`config.mk`:
```
export PLATFORM = sky130hd
export DESIGN_NAME = avm_cmd_master
export DESIGN_NICKNAME = d
export VERILOG_FILES = /design/src/rtl/avm_cmd_master.sv
export SDC_FILE = /design/constraint.sdc
export NUM_CORES = 1
export LEC_CHECK = 0
export ABC_AREA = 1
export CAP_MARGIN = 20
export CELL_PAD_IN_SITES_DETAIL_PLACEMENT = 1
export CELL_PAD_IN_SITES_GLOBAL_PLACEMENT = 1
export CORE_UTILIZATION = 37
export CTS_BUF_LIST = sky130_fd_sc_hd__clkbuf_8 sky130_fd_sc_hd__clkbuf_16
export CTS_CLUSTER_DIAMETER = 150
export DETAILED_ROUTE_END_ITERATION = 12
export DONT_BUFFER_PORTS = 1
export PLACE_DENSITY = 0.7
export SYNTH_ARGS = -nofsm -noshare
export SYNTH_HDL_FRONTEND = slang
export SYNTH_SLANG_ARGS = --single-unit
export TNS_END_PERCENT = 50
```
`constraint.sdc`:
```
create_clock -name clk -period 1.6 [get_ports clk]
set_input_delay 0.24 -clock clk [delete_from_list [all_inputs] [get_ports clk]]
set_output_delay 0.24 -clock clk [all_outputs]
set_load 0.02 [all_outputs]
```
`src/rtl/avm_cmd_master.sv`:
```
// Avalon-MM master: converts single/multi-beat commands into zero-latency Avalon-MM transfers.
// Optional waitrequest stall timeout is enabled by defining AVM_TIMEOUT_EN.
module avm_cmd_master #(
    parameter int ADDR_W         = 3,
    parameter int LEN_W          = 4,
    parameter int TIMEOUT_CYCLES = 255
) (
    input  logic              clk,
    input  logic              reset_n,
    input  logic              cmd_valid,
    output logic              cmd_ready,
    input  logic              cmd_write,
    input  logic [ADDR_W-1:0] cmd_address,
    input  logic [LEN_W-1:0]  cmd_len,
    input  logic [31:0]       cmd_writedata,
    output logic              rsp_valid,
    output logic [31:0]       rsp_readdata,
    output logic              rsp_last,
    output logic              rsp_error,
    output logic [ADDR_W-1:0] avm_m0_address,
    output logic              avm_m0_read,
    output logic              avm_m0_write,
    output logic [31:0]       avm_m0_writedata,
    input  logic              avm_m0_waitrequest,
    input  logic [31:0]       avm_m0_readdata
);

    typedef enum logic {IDLE, ACCESS} state_t;

    state_t            state, state_nx;
    logic [LEN_W-1:0]  beats_left, beats_nx;
    logic [ADDR_W-1:0] addr_nx;
    logic              rd_nx, wr_nx, ready_nx;
    logic [31:0]       wdata_nx, rsp_data_nx;
    logic              rsp_valid_nx, rsp_last_nx, rsp_error_nx;

`ifdef AVM_TIMEOUT_EN
    localparam int TO_W = (TIMEOUT_CYCLES > 1) ? $clog2(TIMEOUT_CYCLES + 1) : 1;
    logic [TO_W-1:0] to_cnt, to_cnt_nx;
`endif

    always_ff @(posedge clk or negedge reset_n) begin
        if (!reset_n) begin
            state            <= IDLE;
            beats_left       <= '0;
            cmd_ready        <= 1'b1;
            avm_m0_address   <= '0;
            avm_m0_read      <= 1'b0;
            avm_m0_write     <= 1'b0;
            avm_m0_writedata <= '0;
            rsp_valid        <= 1'b0;
            rsp_last         <= 1'b0;
            rsp_error        <= 1'b0;
            rsp_readdata     <= '0;
`ifdef AVM_TIMEOUT_EN
            to_cnt           <= '0;
`endif
        end else begin
            state            <= state_nx;
            beats_left       <= beats_nx;
            cmd_ready        <= ready_nx;
            avm_m0_address   <= addr_nx;
            avm_m0_read      <= rd_nx;
            avm_m0_write     <= wr_nx;
            avm_m0_writedata <= wdata_nx;
            rsp_valid        <= rsp_valid_nx;
            rsp_last         <= rsp_last_nx;
            rsp_error        <= rsp_error_nx;
            rsp_readdata     <= rsp_data_nx;
`ifdef AVM_TIMEOUT_EN
            to_cnt           <= to_cnt_nx;
`endif
        end
    end

    // The strobe is asserted for the whole ACCESS state, so a low waitrequest there completes a beat.
    always_comb begin
        state_nx     = state;
        beats_nx     = beats_left;
        ready_nx     = cmd_ready;
        addr_nx      = avm_m0_address;
        rd_nx        = avm_m0_read;
        wr_nx        = avm_m0_write;
        wdata_nx     = avm_m0_writedata;
        rsp_valid_nx = 1'b0;
        rsp_last_nx  = 1'b0;
        rsp_error_nx = 1'b0;
        rsp_data_nx  = rsp_readdata;
`ifdef AVM_TIMEOUT_EN
        to_cnt_nx    = to_cnt;
`endif
        case (state)
            IDLE: begin
                if (cmd_valid) begin
                    state_nx = ACCESS;
                    beats_nx = cmd_len;
                    ready_nx = 1'b0;
                    addr_nx  = cmd_address;
                    rd_nx    = !cmd_write;
                    wr_nx    = cmd_write;
                    wdata_nx = cmd_writedata;
`ifdef AVM_TIMEOUT_EN
                    to_cnt_nx = '0;
`endif
                end
            end
            ACCESS: begin
                if (!avm_m0_waitrequest) begin
                    rsp_valid_nx = 1'b1;
                    rsp_data_nx  = avm_m0_write ? 32'h0 : avm_m0_readdata;
                    rsp_last_nx  = (beats_left == '0);
`ifdef AVM_TIMEOUT_EN
                    to_cnt_nx    = '0;
`endif
                    if (beats_left != '0) begin
                        addr_nx  = avm_m0_address + ADDR_W'(1);
                        beats_nx = beats_left - LEN_W'(1);
                    end else begin
                        rd_nx    = 1'b0;
                        wr_nx    = 1'b0;
                        ready_nx = 1'b1;
                        state_nx = IDLE;
                    end
                end
`ifdef AVM_TIMEOUT_EN
                // This stall edge is the TIMEOUT_CYCLES-th one: abort and drop the remaining beats.
                else if (to_cnt == TO_W'(TIMEOUT_CYCLES - 1)) begin
                    rsp_valid_nx = 1'b1;
                    rsp_error_nx = 1'b1;
                    rsp_last_nx  = 1'b1;
                    rsp_data_nx  = 32'h0;
                    rd_nx        = 1'b0;
                    wr_nx        = 1'b0;
                    ready_nx     = 1'b1;
                    beats_nx     = '0;
                    to_cnt_nx    = '0;
                    state_nx     = IDLE;
                end else begin
                    to_cnt_nx = to_cnt + TO_W'(1);
                end
`endif
            end
            default: state_nx = IDLE;
        endcase
    end

endmodule
```
==> run_results.csv <==
group,metric,value,unit
cells_and_area,nNetsFinal,466,
clock_tree,cts_buffers,9,
placement,place_hpwl,5440,um
timing,maxSlewViolCount,0,
clock_tree,cts_num_sinks,77,
logic_synthesis,synthAdderAreaFrac,0.765,%
logic_synthesis,yosys_warnings,0,
logic_synthesis,synthCells,366,
timing,min_period,1.43,ns
clock_tree,cts_tree,"built",
logic_synthesis,synthesis.nets,444,
global_routing,grt_util_all_layers,19.4,%
route,drt_iter0_drc,121,
global_routing,grt_pass1_wl,13400,um
floorplan,core,0.00838,sq mm
cells_and_area,n_antenna_cell,0,
global_routing,grt_use_met2,30.9,%
cells_and_area,drive_gt1_share,8.40,%
timing,fin_ws,0.169,ns
pwr,p_per_area,2210,mW/mm^2
logic_synthesis,syn_avg_cell_area,8.94,sq um
floorplan,io-pin-count,149,
placement,pre_cts_slack,0.178,ns
clock_tree,root_buffer,"clkbuf_8",
clock_tree,postCtsHoldBufs,26,
global_routing,use_met1,24.4,%
logic_synthesis,synth.mux.area_fraction,0,%
route,vias_per_cell,5.08,
clock_tree,clk_pin_slew_worst_paths,0.08,ns
timing,rsz0062_at_grt,"no",
hold_path,hold_path_class,"in -> async",
route,vias,2532,
floorplan,die_y,96.0,um
global_routing,met3_usage,5.92,%
global_routing,antenna_found_initial,0,
timing,tns,0,ns
route,antenna_left,0,
worst_setup_path,endpoint_kind,"flip-flop",
floorplan,die_area,0.00922,sq mm
route,wl_per_cell,16.8,um
logic_synthesis,synth_xor_area_share,0,%
cells_and_area,layout_commonest_cell,"nand2_1",
worst_setup_path,critPathLaunchType,"flip-flop",
clock_tree,clock_path_buffers,2,
logic_synthesis,synth_top_family_by_area,"simple AND/OR/NAND/NOR gates",
worst_setup_path,worstPathRequired,1.81,ns
worst_setup_path,arrival,1.64,ns
outcome,violations,"hold timing",
timing,report.final.setup_viol,0,
global_routing,grt_overflow,0,
clock_tree,insertion_delay,0.34,ns
logic_synthesis,synthesis.area,0.00327,sq mm
cells_and_area,area_growth,16.7,%
outcome,status,"finished with violations",
logic_synthesis,ys_types,25,
job,cap_violations,0,
timing,period_share,89.4,%
floorplan,start_util,39.0,%
timing,finalHoldViolCount,77,
route,routed_wl,8390,um
logic_synthesis,seq_area_frac_synth,58.9,%
pwr,leakage,1.96,nW
global_routing,grt_pass1_vias,2664,
worst_setup_path,crit_type,"reg -> reg",
logic_synthesis,ys_ff_latch,77,
cells_and_area,final_cell_mix,"165 x nand2_1, 76 x dfrtp_1, 39 x o21ai_0",
timing,fmax,699,MHz
floorplan,fp.dieW,96.0,um
global_routing,busiest_layer,"met2",
timing,finClkSkew,0.00784,ns
logic_synthesis,synth-compound-area-share,6.69,%
pwr,peakVddDrop,827,uV
route,first_pass_iters,4,
timing,whs,-0.420,ns
floorplan,placementRows,33,
global_routing,grt_max_degree,78,
placement,gp_congestion,0.714,
logic_synthesis,synthSimpleGateAreaFrac,27.6,%
placement,port_buffers,0,
clock_tree,h-tree-depth,3,
route,drc,0,
worst_setup_path,cp_max_fo,6,
## where the power goes
part | leakage [nW] | switching [mW] | total (mW) | internal [mW]
registers | 0.961 | 1.78 | 4.65 | 2.87
clock network | 0.126 | 0.695 | 1.74 | 1.05
logic | 0.874 | 1.30 | 2.06 | 0.755
total | 1.96 | 3.78 | 8.46 | 4.68
## worst paths after layout
check / cells past startpoint / slack (ns) / start / endpoint
worst max-delay path: 5 / 0.17 / beats_left[0] / beats_left[2]
worst min-delay path: 0 / -0.42 / reset_n / rsp_readdata[7]
worst max register to register: 5 / 0.17 / beats_left[0] / beats_left[2]
worst min register to register: 2 / 0.53 / beats_left[3] / beats_left[3]
max in group asynchronous: 0 / 1.81 / reset_n / cmd_ready
min in group clk: 2 / 0.02 / cmd_writedata[26] / avm_m0_writedata[26]
## cell type report
| class | instances | area, sq um |
|---|---|---|
| fill | 992 | 4560 |
| sequential | 77 | 1930 |
| multi-input combinational | 258 | 1150 |
| timing repair buffer | 32 | 318 |
| clock buffer | 13 | 179 |
| tap | 105 | 131 |
| clock inverter | 3 | 65.1 |
| inverter | 10 | 47.5 |
## per-layer routing
metal	vias up	wire length, um
li1	1205	-
met3	11	589
met1	1244	3480
met2	72	4170
met5	-	0
met4	0	148
## per-stage QoR
step | hold WS [ns] | total power, mW | std cells | cell area, sq um | utilization (%)
2_1_floorplan | -0.0556 | 6.14 | 366 | 3270 | -
3_3_place_gp | -0.0542 | 6.61 | 456 | 3320 | 39.6
3_5_place_dp | -0.0543 | 6.75 | 456 | 3320 | 39.6
4_1_cts | -0.438 | 8.59 | 498 | 3820 | 45.6
5_1_grt | -0.447 | 9.10 | 498 | 3820 | 45.6
6_report | -0.420 | 8.46 | 498 | 3820 | 45.6
## flip-flops by register name, indices dropped and copies added, names as in the netlist
signal and cells:
avm_m0_address 3, rsp_valid 1, rsp_last 1, avm_m0_writedata 32, avm_m0_read 1, avm_m0_write 1, cmd_ready 1, beats_left 4
rsp_readdata 32, state 1
## what timing repair did
item                      in CTS  in global routing
buffers inserted               0                  0
gates resized for setup        0                  0
hold endpoints to repair     103                 77
## cell families after synthesis
group,count (synthesis)
compound gates,41
flops,77
buf+inv,31
fa+ha+maj,2
other cells,1
simple gates,214
## synth_stat cells
cell type  count  area share, %
nand2_1      165             19
dfrtp_1       76             58
o21ai_0       39            6.0
nand3_1       38            5.8
inv_1          8           0.92
buf_6          7            2.4
buf_2          5           0.76
clkbuf_1       4           0.46
clkbuf_2       3           0.46
nor2_1         3           0.34
or2_2          3           0.57
ha_1           2           0.76
a21boi_0       1           0.23
a21oi_4        1           0.50
buf_1          1           0.11
buf_4          1           0.23
conb_1         1           0.11
dfstp_2        1           0.80
inv_4          1           0.19
inv_8          1           0.34
nand2_2        1           0.19
nand2_4        1           0.34
nand2_8        1           0.61
nand4_1        1           0.19
nor2_8         1           0.61
## worst max-delay path, cell delays in order, from the launching register on
cell and delay [ns]:
dfrtp_1 0.37, inv_1 0.13, ha_1 0.24, nand3_1 0.19
a21oi_4 0.26, o21ai_0 0.12
No activity file was read; power rests on OpenSTA's default activity.
